**src/rtl/fabric_cfg_pkg.sv**
```systemverilog
// Shared types and constants for the fabric configuration loader.
// Holds the loader state encoding and the partial-last-word helper.
package fabric_cfg_pkg;

    localparam int WORD_W = 8;

    typedef enum logic [2:0] {
        ST_IDLE,
        ST_LOAD,
        ST_SHIFT,
        ST_CHECK,
        ST_LATCH,
        ST_DONE,
        ST_ERROR
    } state_t;

    // Bits of the final byte that actually reach the chain (1..WORD_W).
    function automatic int last_word_bits(input int chain_len);
        int words;
        words = (chain_len + WORD_W - 1) / WORD_W;
        return chain_len - WORD_W * (words - 1);
    endfunction

endpackage

```
**src/rtl/cfg_piso.sv**
```systemverilog
// 8-bit parallel-in serial-out register feeding the configuration chain LSB-first.
module cfg_piso
    import fabric_cfg_pkg::*;
(
    input  logic              clk,
    input  logic              rst_n,
    input  logic              load,
    input  logic              shift,
    input  logic [WORD_W-1:0] din,
    output logic              sdo
);

    logic [WORD_W-1:0] reg_q;
    logic [WORD_W-1:0] reg_d;

    always_comb begin
        reg_d = reg_q;
        if (load) begin
            reg_d = din;
        end else if (shift) begin
            reg_d = {1'b0, reg_q[WORD_W-1:1]};
        end
    end

    always_ff @(posedge clk or negedge rst_n) begin
        if (!rst_n) begin
            reg_q <= '0;
        end else begin
            reg_q <= reg_d;
        end
    end

    assign sdo = reg_q[0];

endmodule

```
**src/rtl/fabric_config_loader.sv**
```systemverilog
// Loads checksummed configuration frames into the fabric's serial SRAM chain
// and releases switch isolation only after a successful latch.
module fabric_config_loader
    import fabric_cfg_pkg::*;
#(
    parameter int CHAIN_LEN = 64
) (
    input  logic              clk,
    input  logic              rst_n,
    input  logic              start,
    input  logic [WORD_W-1:0] din,
    input  logic              din_valid,
    output logic              din_ready,
    output logic              cfg_sdo,
    output logic              cfg_shift,
    output logic              cfg_latch,
    output logic              cfg_isolate,
    output logic              busy,
    output logic              done,
    output logic              error
);

    localparam int WORDS     = (CHAIN_LEN + WORD_W - 1) / WORD_W;
    localparam int LAST_BITS = last_word_bits(CHAIN_LEN);
    localparam int WCNT_W    = (WORDS > 1) ? $clog2(WORDS) : 1;

    localparam logic [WCNT_W-1:0] LAST_WORD = WCNT_W'(WORDS - 1);
    localparam logic [3:0]        FULL_CNT  = 4'(WORD_W);
    localparam logic [3:0]        LAST_CNT  = 4'(LAST_BITS);

    state_t              state_q, state_d;
    logic [WCNT_W-1:0]   word_cnt_q, word_cnt_d;
    logic [3:0]          bit_cnt_q, bit_cnt_d;
    logic [WORD_W-1:0]   acc_q, acc_d;
    logic                piso_load;
    logic                piso_shift;
    logic                piso_sdo;

    always_ff @(posedge clk or negedge rst_n) begin
        if (!rst_n) begin
            state_q    <= ST_IDLE;
            word_cnt_q <= '0;
            bit_cnt_q  <= '0;
            acc_q      <= '0;
        end else begin
            state_q    <= state_d;
            word_cnt_q <= word_cnt_d;
            bit_cnt_q  <= bit_cnt_d;
            acc_q      <= acc_d;
        end
    end

    // start wins over everything, including a byte offered in the same cycle.
    always_comb begin
        state_d    = state_q;
        word_cnt_d = word_cnt_q;
        bit_cnt_d  = bit_cnt_q;
        acc_d      = acc_q;
        if (start) begin
            state_d    = ST_LOAD;
            word_cnt_d = '0;
            bit_cnt_d  = '0;
            acc_d      = '0;
        end else begin
            case (state_q)
                ST_LOAD: begin
                    if (din_valid) begin
                        acc_d     = acc_q ^ din;
                        bit_cnt_d = (word_cnt_q == LAST_WORD) ? LAST_CNT : FULL_CNT;
                        state_d   = ST_SHIFT;
                    end
                end
                ST_SHIFT: begin
                    bit_cnt_d = bit_cnt_q - 4'd1;
                    if (bit_cnt_q == 4'd1) begin
                        if (word_cnt_q == LAST_WORD) begin
                            state_d = ST_CHECK;
                        end else begin
                            state_d    = ST_LOAD;
                            word_cnt_d = word_cnt_q + WCNT_W'(1);
                        end
                    end
                end
                ST_CHECK: begin
                    if (din_valid) begin
                        state_d = (din == acc_q) ? ST_LATCH : ST_ERROR;
                    end
                end
                ST_LATCH: state_d = ST_DONE;
                default:  state_d = state_q;
            endcase
        end
    end

    always_comb begin
        din_ready   = 1'b0;
        cfg_shift   = 1'b0;
        cfg_latch   = 1'b0;
        cfg_isolate = 1'b1;
        busy        = 1'b0;
        done        = 1'b0;
        error       = 1'b0;
        case (state_q)
            ST_LOAD:  begin din_ready = 1'b1; busy = 1'b1; end
            ST_SHIFT: begin cfg_shift = 1'b1; busy = 1'b1; end
            ST_CHECK: begin din_ready = 1'b1; busy = 1'b1; end
            ST_LATCH: begin cfg_latch = 1'b1; busy = 1'b1; end
            ST_DONE:  begin done = 1'b1; cfg_isolate = 1'b0; end
            ST_ERROR: error = 1'b1;
            default:  ;
        endcase
        cfg_sdo = cfg_shift & piso_sdo;
    end

    assign piso_load  = (state_q == ST_LOAD) && din_valid && !start;
    assign piso_shift = (state_q == ST_SHIFT);

    cfg_piso u_piso (
        .clk   (clk),
        .rst_n (rst_n),
        .load  (piso_load),
        .shift (piso_shift),
        .din   (din),
        .sdo   (piso_sdo)
    );

endmodule

```
**config.mk**
```make
export PLATFORM = sky130hd
export DESIGN_NAME = fabric_config_loader
export DESIGN_NICKNAME = d
export VERILOG_FILES = /design/src/rtl/fabric_cfg_pkg.sv /design/src/rtl/cfg_piso.sv /design/src/rtl/fabric_config_loader.sv
export SDC_FILE = /design/constraint.sdc
export NUM_CORES = 1
export LEC_CHECK = 0
export CAP_MARGIN = 5
export CORE_MARGIN = 3
export CORE_UTILIZATION = 45
export CTS_BUF_LIST = sky130_fd_sc_hd__clkbuf_2
export DETAILED_ROUTE_END_ITERATION = 8
export PLACE_DENSITY_LB_ADDON = 0.25
export SYNTH_ARGS = -nofsm -noshare
export SYNTH_HDL_FRONTEND = slang
export SYNTH_SLANG_ARGS = --single-unit
export TNS_END_PERCENT = 20
```
**constraint.sdc**
```tcl
create_clock -name clk -period 2 [get_ports clk]
set_clock_uncertainty 0.2 [all_clocks]
set_input_delay 0.4 -clock clk [delete_from_list [all_inputs] [get_ports clk]]
set_output_delay 0.4 -clock clk [all_outputs]
set_load 0.01 [all_outputs]
```
==> results.md, run 1 <==
* Outcome: finished with violations
* Failing checks: setup timing
* Total Routing Usage GR at 0.162
* Fmax at 474 MHz
* Clk_lat worst skew at 0.33 ns
* Yosys warnings at 0
* Slowest Stage Delay on Critical Path at 0.46 ns
* Gr busiest metal: met2
* Syn avg cell area at 9.21 um2
* Final hold violations at 0
* CP Max Fanout at 3
* Grt met3 use at 0.0432
* WP data required at 1.40 ns
* Combinational Power Share at 0.404
* Vias per inst at 5.05
* Worst r2r src: state_q[1]
* Post-route ant nets at 0
* Switching Share at 0.349
* Sequential-to-total area share from yosys stat at 0.453
* CTS Buffer Depth at 2
* Mapped Area at 0.00144 mm2
* Crit-path slowest cell: dfrtp_1
* Nets at 206
* Die Span Y at 62.5 um
* Worst r2r path cells at 5
* First-pass GRT wire length at 5.19 mm
* Max-cap violations at 0
* Core area at 0.00290 mm2
* Diodes inserted at 0
* Cell Rows at 19
* Post-route DRC at 0
* Final setup violation count at 3
* Slew Viols, Final at 0
* R2r setup slk at 0.13 ns
* Die ar. at 0.00391 mm2
* Area Overhead vs Synth at 24.6%
* Netlist cell types at 32
* Initial Utilization at 0.495
* Crit-path cells: or3b_4 -> inv_4 -> and2_1 -> buf_2
* Share of cells above drive strength 1 at 0.229
* Clk pwr share at 0.117
* Vias in the first global route at 1124
* WP data arrival at 1.51 ns
* Post-Syn Nets at 172
* R2r endpoint: word_cnt_q[1]
* Grt total ovfl at 0
* Port buffer count at 19
* Vias after detailed routing at 1162
* Unrepaired setup endpoints after global routing: true
* Worst vdd ir at 565 uV
* Routability cong. at 0.800
* Seq pwr share at 0.479
* P_sw at 0.552 mW
* Worst-path clk slew at 0.22 ns
* I/O pin total at 20
* Minimum clock period after layout at 2.11 ns
* CTS tree: built
* Iter 0 DRT Violations at 76
* Relative slew margins at 0.730
* Cells after Synth at 156
* GR Util met2 at 0.248
* Setup ws final at -0.109 ns
* Int Pwr at 1.03 mW
* Die span in x at 62.5 um
* Startpoint Class: flip-flop
* Power Total at 1.58 mW
* Routed Wire Length at 3.03 mm
* HPWL Detailed at 2.24 mm
* CTS Sinks at 26
* PD cells at 884 mW/mm2
* Least-Margin Pin Slew at 0.399 ns
* WS Path Type: flip-flop to output pin
* #FFs+latches synth at 26
* Drt pass-1 iters at 4
* Delay-heaviest family, CP: simple AND/OR/NAND/NOR gates
* Drt wl/cell at 13.2 um
* Largest net degree at the start of global routing at 27
* Root Driver: clkbuf_2
* Leak at 0.820 nW
* Worst Hold Class: primary input to async pin
* Worst setup EP type: output pin
* Initial antenna violation count at 0
* Dpl ws at -0.120 ns
* CP bufs+invs at 2
* H-Tree Depth at 1
* Tcrit/Tclk final at 1.05
* GR Util met1 at 0.235
* Hold-fix buffers, CTS at 0
* CTS buffer count at 3
==> metal layers <==
| metal | vias up | wire length (um) |
|---|---|---|
| met2 | 23 | 1410 |
| met4 | 0 | 25 |
| met5 | - | 0 |
| met1 | 553 | 1460 |
| li1 | 582 | - |
| met3 | 4 | 136 |
==> stage by stage <==
step | TNS [ns] | hold WS [ns] | area, um2 | utilization | cells
floorplan | 0 | -0.0956 | 1440 | - | 156
CTS | -0.271 | 0.182 | 1770 | 0.609 | 229
global placement | -0.616 | 0.260 | 1770 | 0.609 | 225
finish | -0.179 | 0.188 | 1790 | 0.617 | 230
global route | -0.621 | 0.167 | 1790 | 0.617 | 230
detailed placement | -0.859 | 0.274 | 1770 | 0.609 | 225
==> placed cells by master (no fill, tap or decap) <==
master            n
dfrtp_1          26
nand2_1          22
nor2_1           20
buf_4            16
xnor2_1          11
clkdlybuf4s50_1  11
xor2_1            8
inv_1             7
a31oi_1           7
nand3_1           6
buf_2             6
ha_1              4
clkbuf_2          4
or3b_4            3
nand2b_1          3
a21oi_1           3
buf_6             3
inv_2             2
nand3b_1          2
a211oi_1          2
o21ai_0           2
nand4_1           2
mux2i_1           2
nor3_1            2
inv_4             1
nand3_2           1
nor2b_2           1
nor2_2            1
and2_1            1
and4bb_2          1
nand2_2           1
o22a_1            1
nor3_4            1
o211ai_2          1
o2111ai_1         1
o311ai_0          1
a311oi_1          1
buf_12            1
==> logic make-up (layout without fill, tap and decap cells) <==
group                    count (synthesis)  in the layout  share of synthesized area
AO/OA/AOI/OAI                           19             19                     0.0915
adder cells (fa/ha/maj)                  4              4                     0.0348
multiplexers                             2              2                     0.0139
AND/OR/NAND/NOR                         67             67                      0.227
flip-flops                              26             26                      0.453
XOR/XNOR                                19             19                      0.116
buffers and inverters                   19             51                     0.0636
==> sequential cells by signal (all words and copies together), names as in the netlist <==
signal / count
acc_q: 8
u_piso.reg_q: 8
bit_cnt_q: 4
word_cnt_q: 3
state_q: 3
==> worst max path at each step <==
stage	from	to	slack, ns	cells after the start
final	state_q[1]	cfg_sdo	-0.11	4
after CTS	state_q[0]	cfg_sdo	-0.12	4
after floorplan	state_q[2]	cfg_sdo	0.08	5
after global routing	state_q[0]	cfg_sdo	-0.18	4
after detailed placement	state_q[0]	cfg_sdo	-0.12	4
after global placement	state_q[0]	cfg_sdo	-0.09	4
==> power by group through the flow <==
stage	logic, mW	registers (mW)	clock network, mW
after floorplan	0.413	0.732	0
after global placement	0.597	0.754	0
after detailed placement	0.610	0.766	0
after CTS	0.623	0.752	0.198
after global routing	0.716	0.774	0.217
final	0.639	0.757	0.186
==> repair_timing <==
action	in CTS	in global routing
setup buffers	1	1
setup endpoints to repair	8	16
pin swaps	0	1
gates resized for setup	34	10
hold endpoints to repair	0	0
cloned	0	0
==> final cells by class <==
type,instances,area [um2]
clock buffer,3,15.0
fill,249,1110
inverter,10,40.0
multi-input combinational,111,712
sequential,26,651
tap,42,52.6
timing repair buffer,38,319
==> Yosys cell counts, drive strengths merged <==
cell type / n / area [um2]
nand3b: 2 / 15.0
buf: 7 / 46.3
nand2: 23 / 86.3
dfrtp: 26 / 651
a211oi: 2 / 15.0
o2111ai: 1 / 8.76
a21oi: 3 / 15.0
o211ai: 1 / 12.5
mux2i: 2 / 20.0
o21ai: 2 / 10.0
o311ai: 1 / 8.76
nor2: 21 / 78.8
a311oi: 1 / 8.76
nor2b: 1 / 6.26
and2: 1 / 6.26
and4bb: 1 / 12.5
nor3: 3 / 26.3
nand2b: 3 / 18.8
clkbuf: 2 / 7.51
nand4: 2 / 12.5
nand3: 7 / 35.0
ha: 4 / 50.1
o22a: 1 / 8.76
inv: 10 / 37.5
a31oi: 7 / 43.8
or3b: 3 / 28.8
xnor2: 11 / 96.3
xor2: 8 / 70.1
==> worst register-to-register path, cell delays in order, from the launching register on <==
cell,delay [ns]
dfrtp_1,0.46
or3b_4,0.42
buf_4,0.20
nor3_4,0.25
mux2i_1,0.21
nor2_1,0.05
Note: power is estimated with default switching activity, not from simulation.
==> run 2: changes to the inputs <==
--- a/config.mk
+++ b/config.mk
@@ -6,6 +6,7 @@
 export NUM_CORES = 1
 export LEC_CHECK = 0
 export CAP_MARGIN = 5
+export CORE_ASPECT_RATIO = 1.2
 export CORE_MARGIN = 3
 export CORE_UTILIZATION = 45
 export CTS_BUF_LIST = sky130_fd_sc_hd__clkbuf_2
==> results.md, run 2 (synthesis results as in run 1) <==
* Outcome: finished with violations
* Failing checks: setup timing
* Placed insts at 214
* Post-route ant nets at 0
* Final setup violation count at 3
* Fmax at 476 MHz
* Diodes inserted at 0
* Clk_lat worst skew at 0.35 ns
* Relative slew margins at 0.777
* Post-layout util at 0.621
* Grt total ovfl at 0
* CTS Sinks at 26
* Initial Utilization at 0.492
* R2r endpoint: word_cnt_q[1]
* Drt pass-1 iters at 4
* CP Max Fanout at 4
* Startpoint Class: flip-flop
* Finished Layout Cells at 221
* Routed Wire Length at 3.01 mm
* Finished Cell Area at 0.00181 mm2
* Vias in the first global route at 1242
* Root Driver: clkbuf_2
* H-Tree Depth at 1
* First-pass GRT wire length at 5.19 mm
* WS Path Type: flip-flop to output pin
* Area Overhead vs Synth at 26.1%
* Total Routing Usage GR at 0.170
* HPWL Detailed at 2.32 mm
* Routability cong. at 0.844
* Worst setup EP type: output pin
* Tcrit/Tclk final at 1.05
* Die span in x at 57.6 um
* Top flop regs: acc_q (8), u_piso.reg_q (8), bit_cnt_q (4)
* CTS Buffer Depth at 2
* Core area at 0.00292 mm2
* Power Total at 1.71 mW
* Commonest cells after routing, fill and taps aside: dfrtp_1, nand2_1, nor2_1
* CTS tree: built
* Least-Margin Pin Slew at 0.335 ns
* Final hold violations at 0
* Cell Rows at 21
* Die ar. at 0.00391 mm2
* Setup ws final at -0.101 ns
* Max-cap violations at 0
* Area of the multi-input gates at 719 um2
* Worst r2r src: state_q[2]
* Worst vdd ir at 735 uV
* R2r setup slk at 0.11 ns
* Leak at 0.846 nW
* Unrepaired setup endpoints after global routing: true
* Storage cell area at 651 um2
* Initial antenna violation count at 0
* Fillers at 261
* WP data arrival at 1.50 ns
* Largest net degree at the start of global routing at 27
* Area after DPL at 0.00173 mm2
* Iter 0 DRT Violations at 40
* Dpl ws at -0.123 ns
* I/O pin total at 20
* Minimum clock period after layout at 2.10 ns
* Nets at 204
* Vias after detailed routing at 1213
* Worst Hold Class: primary input to async pin
* Vias per inst at 5.49
* Commonest non-fill, non-tap cell in the layout: dfrtp_1
* CTS buffer count at 3
* Slew Viols, Final at 0
* PD cells at 942 mW/mm2
* Drt wl/cell at 13.6 um
* WP data required at 1.40 ns
* Worst-path clk slew at 0.24 ns
* Worst r2r path cells at 5
* Share of cells above drive strength 1 at 0.219
* Hold-fix buffers, CTS at 0
* Die Span Y at 67.9 um
* Port buffer count at 19
* Post-route DRC at 0
-- run 2: stage by stage --
stage                     hold WS [ns]  TNS (ns)
after global placement           0.266    -0.173
after global routing             0.157    -0.475
after CTS                        0.166    -0.264
final                            0.173    -0.190
after detailed placement         0.269    -0.225
after floorplan                -0.0956         0
-- run 2: critical path, cell delays in order, from the launching register on --
cell,delay (ns)
dfrtp_1,0.46
or3b_4,0.41
inv_2,0.07
and2_4,0.13
buf_6,0.09
-- run 2: layout make-up --
class                   count  area share
repair buffers             36       0.175
well taps                  34      0.0235
clock buffers               3     0.00829
flip-flops and latches     26       0.359
inverters                  10      0.0207
clock inverters             1      0.0166
multi-input cells         111       0.397
-- run 2: what timing repair did --
item / in CTS / in global routing
setup endpoints to repair: 8 / 11
cloned: 0 / 0
buffers inserted: 1 / 2
resized for setup: 35 / 10
pin swaps: 0 / 2
-- run 2: report_power, final --
group	internal (mW)	switching, mW
clock network	0.172	0.151
registers	0.659	0.0928
logic	0.317	0.314
-- run 2: worst max path at each step --
| stage | from | to | slack, ns | cells after the start |
|---|---|---|---|---|
| 6_report | state_q[2] | cfg_sdo | -0.10 | 4 |
| 5_1_grt | state_q[2] | cfg_sdo | -0.16 | 4 |
| 4_1_cts | state_q[0] | cfg_sdo | -0.11 | 4 |
| 3_5_place_dp | state_q[0] | cfg_sdo | -0.12 | 4 |
| 3_3_place_gp | state_q[0] | cfg_sdo | -0.11 | 4 |
| 2_1_floorplan | state_q[2] | cfg_sdo | 0.08 | 5 |
-- run 2: routing by layer --
| metal | up-vias | global-route usage | share of wire |
|---|---|---|---|
| met3 | 4 | 0.0264 | 0.037 |
| met2 | 22 | 0.312 | 0.54 |
| met4 | 0 | 0.0783 | 0.012 |
| li1 | 580 | - | - |
| met1 | 607 | 0.193 | 0.41 |
| met5 | - | 0 | 0 |
